[config.mk]
export PLATFORM = sky130hd
export DESIGN_NAME = sobel_window_gen
export DESIGN_NICKNAME = d
export VERILOG_FILES = /design/src/rtl/sobel_pkg.sv /design/src/rtl/sobel_line_buf.sv /design/src/rtl/sobel_window_gen.sv
export SDC_FILE = /design/constraint.sdc
export NUM_CORES = 1
export LEC_CHECK = 0
export BUFFER_PORTS_ARGS = -buffer_cell sky130_fd_sc_hd__buf_2
export CAP_MARGIN = 20
export CORE_MARGIN = 2
export CORE_UTILIZATION = 53
export DETAILED_ROUTE_END_ITERATION = 7
export PLACE_DENSITY = 0.72
export SKIP_LAST_GASP = 1
export SYNTH_ARGS = -nofsm -noshare
export SYNTH_HDL_FRONTEND = slang
export SYNTH_SLANG_ARGS = --single-unit
export TNS_END_PERCENT = 5
[constraint.sdc]
create_clock -name clk -period 4.4 [get_ports clk]
set_input_delay 0.88 -clock clk [delete_from_list [all_inputs] [get_ports clk]]
set_output_delay 0.88 -clock clk [all_outputs]
set_load 0.01 [all_outputs]
[src/rtl/sobel_pkg.sv]
// rtl/sobel_pkg.sv - shared constants and window packing helper for the Sobel pipeline
//
// Purpose : image geometry defaults, 3x3 window tap indices (row-major,
//           P4 = centre) and the tap-to-bit-slice mapping used by both the
//           window generator and the gradient stage.
// Ports   : none (package).
package sobel_pkg;

    localparam int SOBEL_IMG_W = 64;
    localparam int SOBEL_IMG_H = 64;
    localparam int SOBEL_PIX_W = 8;

    // Window taps, row-major: P0..P2 oldest row, P6..P8 newest row.
    localparam int TAP_P0 = 0;
    localparam int TAP_P1 = 1;
    localparam int TAP_P2 = 2;
    localparam int TAP_P3 = 3;
    localparam int TAP_P4 = 4;
    localparam int TAP_P5 = 5;
    localparam int TAP_P6 = 6;
    localparam int TAP_P7 = 7;
    localparam int TAP_P8 = 8;
    localparam int TAP_COUNT = 9;

    // Tap k occupies win_data[tap_lsb(k) +: pix_w].
    function automatic int tap_lsb(input int k, input int pix_w);
        return pix_w * k;
    endfunction

endpackage

[src/rtl/sobel_line_buf.sv]
// rtl/sobel_line_buf.sv - single-address read-before-write line buffer
//
// Purpose : DEPTH x WIDTH memory holding one image row. The read port is
//           asynchronous on the same address as the write, so a cycle that
//           writes still returns the previous contents.
// Ports   : clk   - clock
//           we    - write enable
//           addr  - shared read/write address (column)
//           wdata - data written on we
//           rdata - current contents at addr (pre-write)
module sobel_line_buf #(
    parameter int DEPTH = 64,
    parameter int WIDTH = 8
) (
    input  logic                     clk,
    input  logic                     we,
    input  logic [$clog2(DEPTH)-1:0] addr,
    input  logic [WIDTH-1:0]         wdata,
    output logic [WIDTH-1:0]         rdata
);

    // Not reset: rows are only consumed after being fully rewritten.
    logic [WIDTH-1:0] mem_q [DEPTH];

    always_ff @(posedge clk) begin
        if (we) begin
            mem_q[addr] <= wdata;
        end
    end

    assign rdata = mem_q[addr];

endmodule

[src/rtl/sobel_window_gen.sv]
// rtl/sobel_window_gen.sv - streaming 3x3 window generator feeding the Sobel stage
//
// Purpose : accepts raster-order pixels, buffers the two previous rows and
//           emits the 3x3 neighbourhood of every interior pixel, one cycle
//           after the pixel completing the window is accepted.
// Ports   : clk, rst            - clock, asynchronous active-high reset
//           in_valid/in_ready   - pixel handshake, in_pixel raster order
//           win_valid/win_ready - window handshake, win_data = P0..P8
//           win_row/win_col     - window centre (only with SOBEL_WIN_COORD_EN)
//           frame_done          - pulse, last pixel of a frame accepted
// Config  : SOBEL_WIN_COORD_EN adds the win_row/win_col ports and registers.
module sobel_window_gen
    import sobel_pkg::*;
#(
    parameter int IMG_W = SOBEL_IMG_W,
    parameter int IMG_H = SOBEL_IMG_H,
    parameter int PIX_W = SOBEL_PIX_W
) (
    input  logic                     clk,
    input  logic                     rst,
    input  logic                     in_valid,
    output logic                     in_ready,
    input  logic [PIX_W-1:0]         in_pixel,
    output logic                     win_valid,
    input  logic                     win_ready,
    output logic [9*PIX_W-1:0]       win_data,
`ifdef SOBEL_WIN_COORD_EN
    output logic [$clog2(IMG_H)-1:0] win_row,
    output logic [$clog2(IMG_W)-1:0] win_col,
`endif
    output logic                     frame_done
);

    localparam int CW = $clog2(IMG_W);
    localparam int RW = $clog2(IMG_H);

    logic [CW-1:0]      c_q, c_d;
    logic [RW-1:0]      r_q, r_d;
    // Two most recent window columns; [row][0] is column c-2, [row][1] is c-1.
    logic [PIX_W-1:0]   sr_q [3][2];
    logic [PIX_W-1:0]   sr_d [3][2];
    logic [PIX_W-1:0]   col_new [3];
    logic [PIX_W-1:0]   taps [TAP_COUNT];
    logic [9*PIX_W-1:0] win_pack;
    logic [9*PIX_W-1:0] win_data_q;
    logic               win_valid_q, win_valid_d;
    logic               frame_done_q;
    logic [PIX_W-1:0]   lb0_rd, lb1_rd;
    logic               accept, emit, last_col, last_row;

    assign in_ready = !win_valid_q || win_ready;
    assign accept   = in_valid && in_ready;
    assign last_col = (c_q == CW'(IMG_W - 1));
    assign last_row = (r_q == RW'(IMG_H - 1));
    // Suppressing c < 2 hides stale columns from the previous row, and
    // r < 2 hides rows from the previous frame.
    assign emit     = accept && (r_q >= RW'(2)) && (c_q >= CW'(2));

    // LB0 holds row r-2, LB1 row r-1; on accept the older row shifts down.
    sobel_line_buf #(.DEPTH(IMG_W), .WIDTH(PIX_W)) u_lb0 (
        .clk   (clk),
        .we    (accept),
        .addr  (c_q),
        .wdata (lb1_rd),
        .rdata (lb0_rd)
    );

    sobel_line_buf #(.DEPTH(IMG_W), .WIDTH(PIX_W)) u_lb1 (
        .clk   (clk),
        .we    (accept),
        .addr  (c_q),
        .wdata (in_pixel),
        .rdata (lb1_rd)
    );

    always_comb begin
        col_new[0] = lb0_rd;
        col_new[1] = lb1_rd;
        col_new[2] = in_pixel;
    end

    always_comb begin
        taps[TAP_P0] = sr_q[0][0];
        taps[TAP_P1] = sr_q[0][1];
        taps[TAP_P2] = col_new[0];
        taps[TAP_P3] = sr_q[1][0];
        taps[TAP_P4] = sr_q[1][1];
        taps[TAP_P5] = col_new[1];
        taps[TAP_P6] = sr_q[2][0];
        taps[TAP_P7] = sr_q[2][1];
        taps[TAP_P8] = col_new[2];
        win_pack = '0;
        for (int k = 0; k < TAP_COUNT; k++) begin
            win_pack[tap_lsb(k, PIX_W) +: PIX_W] = taps[k];
        end
    end

    always_comb begin
        c_d  = c_q;
        r_d  = r_q;
        sr_d = sr_q;
        if (accept) begin
            if (last_col) begin
                c_d = '0;
                r_d = last_row ? '0 : r_q + RW'(1);
            end else begin
                c_d = c_q + CW'(1);
            end
            for (int row = 0; row < 3; row++) begin
                sr_d[row][0] = sr_q[row][1];
                sr_d[row][1] = col_new[row];
            end
        end
    end

    always_comb begin
        win_valid_d = win_valid_q;
        if (emit) begin
            win_valid_d = 1'b1;
        end else if (win_ready) begin
            win_valid_d = 1'b0;
        end
    end

    always_ff @(posedge clk or posedge rst) begin
        if (rst) begin
            c_q          <= '0;
            r_q          <= '0;
            win_valid_q  <= 1'b0;
            win_data_q   <= '0;
            frame_done_q <= 1'b0;
            for (int row = 0; row < 3; row++) begin
                sr_q[row][0] <= '0;
                sr_q[row][1] <= '0;
            end
        end else begin
            c_q          <= c_d;
            r_q          <= r_d;
            sr_q         <= sr_d;
            win_valid_q  <= win_valid_d;
            frame_done_q <= accept && last_col && last_row;
            if (emit) begin
                win_data_q <= win_pack;
            end
        end
    end

`ifdef SOBEL_WIN_COORD_EN
    logic [RW-1:0] win_row_q;
    logic [CW-1:0] win_col_q;

    always_ff @(posedge clk or posedge rst) begin
        if (rst) begin
            win_row_q <= '0;
            win_col_q <= '0;
        end else if (emit) begin
            win_row_q <= r_q - RW'(1);
            win_col_q <= c_q - CW'(1);
        end
    end

    assign win_row = win_row_q;
    assign win_col = win_col_q;
`endif

    assign win_valid  = win_valid_q;
    assign win_data   = win_data_q;
    assign frame_done = frame_done_q;

endmodule

==> impl_metrics.toml <==
[floorplanning]
num_io_pins = 87
die_height_um = 297
die_width_um = 297
die-area_mm2 = 0.0880
floorplan.initialDensity = 0.534
fp.coreArea_mm2 = 0.0850
number_of_rows_created_at_floorplan = 107

[critical_path]
cp-end-kind = "flip-flop"
ff2ff_setup_slack_ns = 0.29
crit_type = "flip-flop to flip-flop"
critical_path_arrival_ns = 4.33
critPathRequiredTime_ns = 4.62
start_kind = "flip-flop"
critical_path.startpoint = "c_q[0]"
cp_max_fo = 64
worst_r2r_endpoint = "u_lb0.mem_q[13][7]"
r2r.worst_path.cells = 6
critical_path.reg2reg.startpoint = "c_q[0]"

[flow_run]
cap_viol_max_count = 0

[power_and_ir_drop]
power.ir.vdd_worst_mv = 0.549
cellLeakagePower_nw = 18.7
pwr_density_cell_mw_per_mm2 = 646
report.power.total_mw = 33.2

[logic_synthesis]
postSynth.asyncResetShare = 0.116
yosysUniqueCellTypes = 41
synth_edf_count = 1024
synth.ff_latch_count = 1158
mean_instance_size_in_the_synthesized_netlist_um2 = 16.9
synth_nets = 2700
yosysWarnings = 0
dominantRegCellSynth = "sky130_fd_sc_hd__edfxtp_1"
syn_inst = 2684
syn-cell-area_mm2 = 0.0454
synth-seq-area-share = 0.751

[global_routing]
grt_antenna_before_repair = 3
grt_first_pass_wirelength_um = 159000
maximum_number_of_pins_on_one_net_before_global_route_repair = 113
track_usage = 0.247
grt.overflow.total = 0
gr-usage-met2 = 0.407
grt_busiest_layer = "met2"
first_global_vias = 24800
global_route.usage.met1 = 0.323
global_route.usage.met3 = 0.0484

[clocking]
post_cts_buffers = 0
cts_hold_buffers = 0
htreeDepth = 3
cts_tree = "done"
clock_root_buffer = "sky130_fd_sc_hd__clkbuf_16"
cts_buffer_depth = 3
insertion_delay_ns = 0.68
post_cts_sizing_count = 0
cts_buffers = 112
clkSlewWorstSetupHoldPaths_ns = 0.06
sink_count_of_the_clock_tree = 1158

[sta]
final_worst_path_period_share = 0.934
fmax_ghz = 0.243
finalHoldViolations = 0
final-max-slew-violation-count = 0
rsz_0062_raised_after_global_routing = "no"
fin_worst_skew_ns = 0.0347
max_slew.worst_pin.slew_ns = 1.03
timing.final.crit_period_ns = 4.11
setup_viol_count_final = 0
setup_ws_ns = 0.289
worst_slew_margin_rel = 0.310
totalNegativeSetupSlack_ns = 0

[placed_design]
dp_hpwl_um = 63400
place_worst_setup_slack_ns = 0.414
placed_cells = 3898
port_buffers = 86
gp_congestion = 0.879

[routing]
antenna_violating_nets_left = 0
post_drt_via_cell_ratio = 6.00
overall_via_count_from_detail_route = 24700
wl_per_cell_um = 26.5
first_pass_iters = 5
number_of_drc_violations_after_detailed_routing = 0
drt-total-wl_um = 109000
drt-initial-drc-count = 2594

[run_status]
run_status = "complete, no violations"

[worst_hold_path]
hold_path_class = "primary input to asynchronous set/reset pin"

[final_layout]
layoutNonFillerInstCount = 4114
design.final.nets = 2892
layout_cell_share_with_drive_strength_beyond_1 = 0.167
area_delta_synth_final_pct = 13.3
n_fill_cell = 6016
-- metrics by stage --
stage / cell area [um^2] / util / hold slack, ns
after floorplan: 45400 / - / 0.446
after global placement: 47600 / 0.560 / 0.460
after detailed placement: 47600 / 0.560 / 0.463
after CTS: 51300 / 0.603 / 0.242
after global routing: 51400 / 0.605 / 0.273
final: 51400 / 0.605 / 0.254
-- synth_stat cells (2+ instances only) --
library cell | count | share of area
sky130_fd_sc_hd__a21oi_1 | 76 | 0.0084
sky130_fd_sc_hd__a22o_1 | 8 | 0.0015
sky130_fd_sc_hd__a22oi_1 | 179 | 0.030
sky130_fd_sc_hd__a31oi_1 | 4 | 0.00055
sky130_fd_sc_hd__and2_1 | 4 | 0.00055
sky130_fd_sc_hd__and3_1 | 4 | 0.00055
sky130_fd_sc_hd__buf_1 | 26 | 0.0022
sky130_fd_sc_hd__buf_2 | 22 | 0.0024
sky130_fd_sc_hd__buf_4 | 41 | 0.0068
sky130_fd_sc_hd__buf_6 | 25 | 0.0062
sky130_fd_sc_hd__clkbuf_1 | 45 | 0.0037
sky130_fd_sc_hd__dfrtp_1 | 134 | 0.074
sky130_fd_sc_hd__edfxtp_1 | 1024 | 0.68
sky130_fd_sc_hd__ha_1 | 4 | 0.0011
sky130_fd_sc_hd__inv_1 | 12 | 0.00099
sky130_fd_sc_hd__mux2_4 | 57 | 0.019
sky130_fd_sc_hd__mux2i_1 | 496 | 0.11
sky130_fd_sc_hd__mux4_2 | 8 | 0.0040
sky130_fd_sc_hd__nand2_1 | 201 | 0.017
sky130_fd_sc_hd__nand2b_1 | 9 | 0.0012
sky130_fd_sc_hd__nand3_1 | 113 | 0.012
sky130_fd_sc_hd__nand3b_1 | 3 | 0.00050
sky130_fd_sc_hd__nand4_1 | 29 | 0.0040
sky130_fd_sc_hd__nor2_1 | 99 | 0.0082
sky130_fd_sc_hd__nor2b_1 | 3 | 0.00041
sky130_fd_sc_hd__nor3_1 | 9 | 0.00099
sky130_fd_sc_hd__o21a_1 | 2 | 0.00033
sky130_fd_sc_hd__o21ai_0 | 21 | 0.0023
sky130_fd_sc_hd__o21ai_1 | 6 | 0.00066
sky130_fd_sc_hd__o22ai_1 | 5 | 0.00069
sky130_fd_sc_hd__or3_1 | 2 | 0.00028
sky130_fd_sc_hd__xnor2_1 | 4 | 0.00077
-- per-layer routing --
metal / up-vias / wire, um / share of wire
met4: 2 / 4270 / 0.039
li1: 10800 / - / -
met2: 1065 / 53000 / 0.49
met5: - / 13 / 0.00012
met3: 199 / 8570 / 0.079
met1: 12600 / 43000 / 0.39
-- cell families (layout without fill, tap and decap cells) --
family                   after synthesis  in the layout  synth area share
XOR/XNOR                               5              5          0.000965
flip-flops                          1158           1158             0.751
adder cells (fa/ha/maj)                4              4           0.00110
buffers and inverters                171            456            0.0223
AO/OA/AOI/OAI                        304            304            0.0452
multiplexers                         562            562             0.132
AND/OR/NAND/NOR                      480            480            0.0466
other                                  0              1                 0
-- placed cells by master (no fill, tap or decap), types with 3 or more instances in the layout --
| cell | Yosys | routed |
|---|---|---|
| sky130_fd_sc_hd__o21ai_0 | 21 | 21 |
| sky130_fd_sc_hd__a22oi_1 | 179 | 179 |
| sky130_fd_sc_hd__nand2_1 | 201 | 200 |
| sky130_fd_sc_hd__a22o_1 | 8 | 8 |
| sky130_fd_sc_hd__mux2i_1 | 496 | 496 |
| sky130_fd_sc_hd__xnor2_1 | 4 | 4 |
| sky130_fd_sc_hd__inv_2 | 0 | 7 |
| sky130_fd_sc_hd__and3_1 | 4 | 4 |
| sky130_fd_sc_hd__clkbuf_16 | 0 | 116 |
| sky130_fd_sc_hd__nand4_1 | 29 | 29 |
| sky130_fd_sc_hd__nand3_1 | 113 | 113 |
| sky130_fd_sc_hd__buf_4 | 41 | 130 |
| sky130_fd_sc_hd__edfxtp_1 | 1024 | 1024 |
| sky130_fd_sc_hd__buf_12 | 0 | 19 |
| sky130_fd_sc_hd__dfrtp_1 | 134 | 133 |
| sky130_fd_sc_hd__nor3_1 | 9 | 9 |
| sky130_fd_sc_hd__clkinv_1 | 0 | 18 |
| sky130_fd_sc_hd__inv_1 | 12 | 4 |
| sky130_fd_sc_hd__bufinv_16 | 0 | 11 |
| sky130_fd_sc_hd__clkbuf_1 | 45 | 13 |
| sky130_fd_sc_hd__clkinv_2 | 0 | 28 |
| sky130_fd_sc_hd__nand3b_1 | 3 | 3 |
| sky130_fd_sc_hd__o22ai_1 | 5 | 5 |
| sky130_fd_sc_hd__clkinvlp_4 | 0 | 11 |
| sky130_fd_sc_hd__nor2_1 | 99 | 98 |
| sky130_fd_sc_hd__buf_2 | 22 | 86 |
| sky130_fd_sc_hd__clkbuf_8 | 0 | 5 |
| sky130_fd_sc_hd__mux4_2 | 8 | 8 |
| sky130_fd_sc_hd__nand2b_1 | 9 | 9 |
| sky130_fd_sc_hd__mux2_4 | 57 | 57 |
| sky130_fd_sc_hd__ha_1 | 4 | 4 |
| sky130_fd_sc_hd__a21oi_1 | 76 | 76 |
| sky130_fd_sc_hd__a31oi_1 | 4 | 4 |
| sky130_fd_sc_hd__o21ai_1 | 6 | 6 |
-- final cells by class --
class / count / area [um^2] / share of cell area
Tap cell: 1144 / 1430 / 0.0278
Antenna cell: 1 / 2.50 / 0.0000487
Multi-Input combinational cell: 1355 / 10300 / 0.200
Clock inverter: 72 / 672 / 0.0131
Inverter: 12 / 48.8 / 0.000949
Timing Repair Buffer: 237 / 1830 / 0.0356
Sequential cell: 1158 / 34100 / 0.663
Clock buffer: 135 / 3030 / 0.0589
-- sequential cells by signal, summed over array words and instances, names as in the netlist --
name         count
win_valid        1
u_lb1.mem_q    512
r_q              6
win_data        72
frame_done       1
u_lb0.mem_q    512
sr_q            48
c_q              6
-- power by group --
part           internal, mW  total, mW  switching (mW)
registers              14.7       15.1           0.411
clock network          5.53       9.53            4.00
logic                  2.31       8.58            6.27
total                  22.6       33.2            10.7
-- worst max-delay path by stage --
stage                                     to  slack, ns  cells after the start
after floorplan                     sr_q[16]       1.16                      9
after global placement    u_lb0.mem_q[52][7]       0.47                      6
after detailed placement  u_lb0.mem_q[15][7]       0.41                      6
after CTS                  u_lb0.mem_q[8][7]       0.40                      6
after global routing      u_lb0.mem_q[51][7]       0.18                      6
final                     u_lb0.mem_q[13][7]       0.29                      6
-- worst max-delay path, stage by stage, from the launching register on --
cell and delay, ns:
sky130_fd_sc_hd__dfrtp_4 0.98, sky130_fd_sc_hd__mux4_2 0.59, sky130_fd_sc_hd__nand2b_1 0.15, sky130_fd_sc_hd__nand3_1 0.18, sky130_fd_sc_hd__nand4_1 0.39, sky130_fd_sc_hd__nor2_1 0.67
sky130_fd_sc_hd__inv_2 0.59
(Power assumes the default switching activity.)
